===== src/rtl/demux_pkg.sv =====
// Shared definitions for the 1-to-4 slot demultiplexer: channel count,
// channel select type and the per-slot occupancy state encoding.
package demux_pkg;

    localparam int unsigned NUM_CH = 4;
    localparam int unsigned SEL_W  = 2;

    typedef logic [SEL_W-1:0] ch_sel_t;

    typedef enum logic {
        SLOT_EMPTY = 1'b0,
        SLOT_FULL  = 1'b1
    } slot_state_t;

endpackage


===== src/rtl/demux_slot.sv =====
// One-entry holding slot: data register, EMPTY/FULL occupancy FSM and a
// wrapping accept counter with synchronous clear.
module demux_slot
    import demux_pkg::*;
#(
    parameter int unsigned W  = 8,
    parameter int unsigned CW = 8
) (
    input  logic          clk,
    input  logic          rst_n,
    input  logic          load,
    input  logic          take,
    input  logic          clr,
    input  logic [W-1:0]  data,
    output logic          valid,
    output logic [W-1:0]  q,
    output logic [CW-1:0] cnt
);

    slot_state_t state_q;
    slot_state_t state_d;

    // Occupancy state register
    always_ff @(posedge clk or negedge rst_n) begin
        if (!rst_n) begin
            state_q <= SLOT_EMPTY;
        end else begin
            state_q <= state_d;
        end
    end

    // A load while full refills in place, so a simultaneous take never empties
    always_comb begin
        state_d = state_q;
        case (state_q)
            SLOT_EMPTY: if (load)          state_d = SLOT_FULL;
            SLOT_FULL:  if (take && !load) state_d = SLOT_EMPTY;
            default:                       state_d = SLOT_EMPTY;
        endcase
    end

    assign valid = (state_q == SLOT_FULL);

    always_ff @(posedge clk or negedge rst_n) begin
        if (!rst_n) begin
            q <= '0;
        end else if (load) begin
            q <= data;
        end
    end

    // Clear wins over a same-cycle increment
    always_ff @(posedge clk or negedge rst_n) begin
        if (!rst_n) begin
            cnt <= '0;
        end else if (clr) begin
            cnt <= '0;
        end else if (load) begin
            cnt <= cnt + CW'(1);
        end
    end

endmodule


===== src/rtl/demux14_slot.sv =====
// Registered 1-to-4 demultiplexer: steers each accepted word into the slot
// named by in_sel and holds it until that channel's consumer takes it.
module demux14_slot
    import demux_pkg::*;
#(
    parameter int unsigned W  = 8,
    parameter int unsigned CW = 8
) (
    input  logic                 clk,
    input  logic                 rst_n,
    input  logic                 en,
    input  logic                 in_valid,
    output logic                 in_ready,
    input  ch_sel_t              in_sel,
    input  logic [W-1:0]         in_data,
    output logic [NUM_CH-1:0]    out_valid,
    input  logic [NUM_CH-1:0]    out_ready,
    output logic [NUM_CH*W-1:0]  out_data,
    input  logic                 cnt_clr,
    output logic [NUM_CH*CW-1:0] acc_cnt
);

    logic [NUM_CH-1:0] sel_dec;
    logic              accept;

    always_comb begin
        sel_dec         = '0;
        sel_dec[in_sel] = 1'b1;
    end

    // Selected slot can take a word if empty or draining this same cycle
    assign in_ready = en & (~out_valid[in_sel] | out_ready[in_sel]);
    assign accept   = in_valid & in_ready;

    for (genvar g = 0; g < NUM_CH; g++) begin : g_slot
        demux_slot #(
            .W  (W),
            .CW (CW)
        ) u_slot (
            .clk   (clk),
            .rst_n (rst_n),
            .load  (accept & sel_dec[g]),
            .take  (out_ready[g]),
            .clr   (cnt_clr),
            .data  (in_data),
            .valid (out_valid[g]),
            .q     (out_data[g*W +: W]),
            .cnt   (acc_cnt[g*CW +: CW])
        );
    end

endmodule


===== config.mk =====
export PLATFORM = sky130hd
export DESIGN_NAME = demux14_slot
export DESIGN_NICKNAME = d
export VERILOG_FILES = /design/src/rtl/demux_pkg.sv /design/src/rtl/demux_slot.sv /design/src/rtl/demux14_slot.sv
export SDC_FILE = /design/constraint.sdc
export NUM_CORES = 1
export LEC_CHECK = 0
export CORE_MARGIN = 2
export CORE_UTILIZATION = 48
export CTS_CLUSTER_SIZE = 25
export DETAILED_ROUTE_END_ITERATION = 6
export MAX_ROUTING_LAYER = met4
export PLACE_DENSITY_LB_ADDON = 0.25
export SLEW_MARGIN = 15
export SYNTH_ARGS = -nofsm -noshare
export SYNTH_HDL_FRONTEND = slang
export SYNTH_SLANG_ARGS = --single-unit

===== constraint.sdc =====
create_clock -name clk -period 1.58 [get_ports clk]
set_input_delay 0.237 -clock clk [delete_from_list [all_inputs] [get_ports clk]]
set_output_delay 0.237 -clock clk [all_outputs]
set_load 0.01 [all_outputs]

Word-level counts from Yosys, hierarchy flattened:

Index checks and enable logic that the tools add are counted.

* order comparisons: 2
* bitwise operators: 12
* reductions and logical operators: 13
* add/subtract/negate cells: 4
* muxes and demuxes: 26

Operators with widths (number)
* $mux 8: 8
* $add 8x1->8 const B: 4
* $mux 1: 11
* $pmux 1 s2: 4
* $reduce_bool 2->1: 4
* $and 1x1->1: 6
* $logic_and 1x1->1: 5
* $not 1->1: 5
* $bmux 1 s2: 2
* $logic_not 1->1: 4
* $lt 2x3->1 const B: 1
* $demux 1 s2: 1
* $ge 2x1->1 const B: 1
* $or 1x1->1: 1

* word-level logic and storage cells: 69
* bits of input ports: 19
* output and inout bits: 69
* register bits: 68

Depth between registers and ports, before layout:

* depth after elaboration: 11
* gate-level depth with buffers: 7
* gate-level depth less buffers: 5

Cells and area by module:

A second synthesis with hierarchy kept.

* cells, all modules: 241
* area, all modules: 2915.3 µm²

By module, submodules not included
* demux_slot: area each 703.2 µm², cells an instance 56, seq. area each 425.4 µm², instances 4
* demux14_slot: area each 102.6 µm², cells an instance 17, seq. area each 0.0 µm², instances 1

Worst setup path after synthesis:

Ideal clock, no wire load.

* path type: input -> register
* start point: input port in_sel[1]
* end point: register g_slot[0].u_slot.cnt[7]
* buffers on the path: 2
* stages on the path: 6
* path slack: 0.115 ns
* setup time: 0.125 ns
* data required time: 1.455 ns
* arrival time: 1.341 ns
* cell sequence: buf_6 > and4bb_1 > buf_2 > nand2_1 > nor3_1 > mux2_2

* word-level cells in the longest chain between the ends: 8
* elaborated cells on any way between the ends: 15
* classes of those cells: order compare (2); mux (6); bitwise (5); reduce/logical (2)

Ends and longest elaborated chain
* from (decl): RTL line demux14_slot.sv:14 `input ch_sel_t in_sel,`
* $bmux 1 s2: RTL line demux14_slot.sv:32 `assign in_ready = en & (~out_valid[in_sel] | out_ready[in_sel]);`
* $mux 1 (implied by the code): RTL line demux14_slot.sv:32
* $not 1->1: RTL line demux14_slot.sv:32
* $or 1x1->1: RTL line demux14_slot.sv:32
* $and 1x1->1: RTL line demux14_slot.sv:32
* $and 1x1->1: RTL line demux14_slot.sv:33 `assign accept = in_valid & in_ready;`
* $and 1x1->1 (*): RTL line demux14_slot.sv:42 `.load (accept & sel_dec[g]),`
* $reduce_bool 2->1 (no source line) (*)
* to (signal assigned): RTL line demux_slot.sv:59 `cnt <= cnt + CW'(1);`
* to (decl): RTL line demux_slot.sv:17 `output logic [CW-1:0] cnt`

Every way passes the cells marked *; elsewhere a longest branch is shown, timed or not. The select of a mux whose other input is x is not followed.
A chain may end at the register's enable or synchronous reset.

Worst setup path in the final report:

* start point: register g_slot[1].u_slot.state_q
* end point: output port in_ready

* word-level cells in the longest chain between the ends: 5

Ends and longest elaborated chain
* from (decl): RTL line demux_slot.sv:20 `slot_state_t state_q;`
* from (signal assigned): RTL line demux_slot.sv:28 `state_q <= state_d;`
* $bmux 1 s2: RTL line demux14_slot.sv:32
* $mux 1 (implied by the code): RTL line demux14_slot.sv:32
* $not 1->1: RTL line demux14_slot.sv:32
* $or 1x1->1: RTL line demux14_slot.sv:32
* $and 1x1->1: RTL line demux14_slot.sv:32
* to (decl): RTL line demux14_slot.sv:13 `output logic in_ready,`

Every way passes these cells. The select of a mux whose other input is x is not followed.

==> qor.csv <==
metric;value;unit
clk slew on worst S/H paths;0.08;ns
gr ovfl total;0;
Initial Util;49.5;%
Synth Net Count;300;
CTS Root Cell;clkbuf_8;
final setup skew;0.00703;ns
share of layout cells above drive strength 1;28.0;%
Slew Viols, Final;0;
sequential fraction of the synthesis area;54.5;%
mux contribution to synthesized area;9.86;%
Post-Synthesis Cell Area;0.00312;mm²
WS Path Type;register to output pin;
Synth Area in Simple Gates;21.8;%
chip height;84.7;µm
Syn-to-layout area delta;54.0;%
first-pass GRT wire length;12300;µm
Util after Layout;76.2;%
Final #Nets;436;
gpl congestion;0.827;
Tot GR Track Use;22.7;%
htree depth;3;
Final Cell Area;0.00481;mm²
Pleak;2.23;nW
buffers added on ports;87;
DRC;0;
Primary FF master, synth;dfrtp_1;
RSZ-0062 raised after global routing;yes;
Max-cap violations;0;
pwr/cell area;945;mW/mm²
Post-synth EDFFs;0;
clock sinks;68;
TritonRoute pass-1 iters;4;
CP Capture Type;output pin;
maximum clock rate;565;MHz
Clock Latency Late Sink;0.35;ns
Num CTS Buffers;9;
CP peak stage delay;0.45;ns
slowest library cell on the worst path;mux4_2;
# setup viols final;4;
Slew @ Worst Pin;0.400;ns
WP data required;1.34;ns
Synth area leader;dfrtp_1;
CTS tree;done;
vias in the first global route;2582;
boundary pin count;88;
#FFs+latches synth;68;
Ys Warns;0;
asr flop ratio synth;100;%
Core Area;0.00631;mm²
row cnt;29;
HPWL after DPL;5040;µm
largest family of logic cells by synthesized area;simple AND/OR/NAND/NOR gates;
clock buffer depth;2;
worst min path class;input pin to register;
Post-Synth XOR/XNOR Area;7.01;%
Die W;84.7;µm
crit-path cells;nand2b_1, mux4_2, and2_4, buf_6;
worst setup margin;-0.191;ns
slew margin rel.;73.2;%
# diodes;0;
die area;0.00717;mm²
placed cell area;0.00428;mm²
initial DRC count;157;
critical path peak fanout;2;
Vias/cell;5.17;
crit-path leading delay family;multiplexers;
failing checks;negative setup slack;
Synth area leaders;dfrtp_1 54%, mux2_2 6.1%, xnor2_1 4.8%;
startpoint types;register;
status;finished with violations;
Crit path buffers/inverters;1;
Synth Area in Compound Gates;2.32;%
Post-Syn Area per Cell;11.3;µm²
Max IR drop VDD;785;µV
largest net degree at the start of global routing;69;
Synth top area share;54.5;%
Final Hold Viols;0;
initial antenna violation count;0;
Synth Area in Adders;1.60;%
fin crit share;112;%
routed vias;2561;
final worst path period need;1.77;ns
Worst EP arrival;1.53;ns
final total power;4.55;mW
WL final;7860;µm
Mapped Cells;277;
Routed Antenna Nets;0;
Synth cell types;39;
WL/cell;15.9;µm
-- state kept, by name (all words and copies together), names as in the netlist --
| signal | flops |
|---|---|
| g_slot.u_slot.valid | 4 |
| g_slot.u_slot.cnt | 32 |
| g_slot.u_slot.q | 32 |
-- through the flow --
step | worst slack (ns) | instances | hold slack [ns] | TNS [ns]
floorplan | 0.115 | 277 | -0.0586 | 0
global placement | -0.655 | 457 | 0.284 | -15.62
detailed placement | -0.660 | 457 | 0.293 | -17.08
CTS | -0.190 | 482 | 0.455 | -1.49
global route | -0.242 | 495 | 0.337 | -0.957
finish | -0.191 | 495 | 0.308 | -0.346
-- routing by layer --
layer / GRT usage [%] / wire (µm) / up-vias
li1: - / - / 1223
met1: 29.2 / 3490 / 1249
met2: 34.4 / 3860 / 77
met3: 5.41 / 365 / 12
met4: 10.2 / 138 / 0
met5: - / 0 / -
-- cells by family (layout without fill, tap and decap cells) --
kind of cell	after synthesis	after routing
buffers and inverters	17	158
AOI/OAI and AO/OA	12	12
adders and majority gates	4	4
xor gates and xnor gates	25	25
DFF	68	68
muxes	26	26
and+or+nand+nor	125	125
-- layout make-up --
cell class | instances | area, µm²
Clock buffer | 9 | 124
Clock inverter | 7 | 100
Fill cell | 416 | 1510
Inverter | 1 | 3.75
Multi-Input combinational cell | 192 | 1440
Sequential cell | 68 | 1710
Tap cell | 77 | 96.3
Timing Repair Buffer | 141 | 1340
-- worst reg2reg max path, cell delays in order, from the launching register on --
cell,delay [ns]
dfrtp_1,0.41
buf_4,0.15
buf_6,0.11
nor2b_4,0.12
or3_4,0.38
or3_1,0.35
a21oi_1,0.15
-- synth_stat cells, drive strengths merged, types with 6 or more instances --
| master | count |
|---|---|
| a21oi | 6 |
| dfrtp | 68 |
| buf | 10 |
| mux2 | 25 |
| nor4 | 7 |
| xor2 | 8 |
| nor2 | 28 |
| nand4 | 10 |
| nand3 | 10 |
| clkbuf | 6 |
| nand2 | 40 |
| xnor2 | 17 |
-- report_power, final --
part           switching [mW]  internal [mW]
Sequential              0.106           1.93
Combinational           0.367          0.542
Clock                   0.709          0.895
Total                    1.18           3.36
-- final timing paths --
check / slack [ns] / startpoint / cells after the start / end
worst max-delay path: -0.19 / g_slot[1].u_slot.valid / 4 / in_ready
worst min-delay path: 0.31 / in_sel[1] / 3 / g_slot[0].u_slot.valid
worst max register to register: -0.15 / g_slot[1].u_slot.valid / 6 / g_slot[1].u_slot.cnt[7]
worst min register to register: 0.49 / g_slot[1].u_slot.q[7] / 2 / g_slot[1].u_slot.q[7]
max in group asynchronous: 0.83 / rst_n / 3 / g_slot[1].u_slot.cnt[2]
min in group asynchronous: 0.42 / rst_n / 3 / g_slot[0].u_slot.q[4]
-- timing repair --
item | CTS | global route
hold buffers | 1 | 0
resized for setup | 28 | 27
pin swaps | 4 | 12
buffers inserted | 8 | 13
endpoints found under the hold margin | 68 | 0
endpoints found under the setup margin | 29 | 47
-- cell usage in the layout (no fill, tap or decap), types with 2 or more instances in the layout --
cell type and n:
a21oi_1 6, and2_1 3, and4_1 3, buf_12 3
buf_4 46, buf_6 5, bufinv_16 2, clkbuf_8 9
clkdlybuf4s50_1 67, clkinvlp_4 3, dfrtp_1 63, dfrtp_2 5
dlygate4sd2_1 9, dlymetal6s2s_1 9, ha_1 4, mux2_1 8
mux2_2 17, nand2_1 38, nand2_2 2, nand2b_1 2
nand2b_4 2, nand3_1 10, nand4_1 9, nor2_1 26
nor2_4 2, nor2b_4 2, nor3_1 2, nor4_1 4
nor4_2 2, o21ai_0 3, or3_1 2, xnor2_1 17
xor2_1 8
Power figures use the tool's default switching activity.
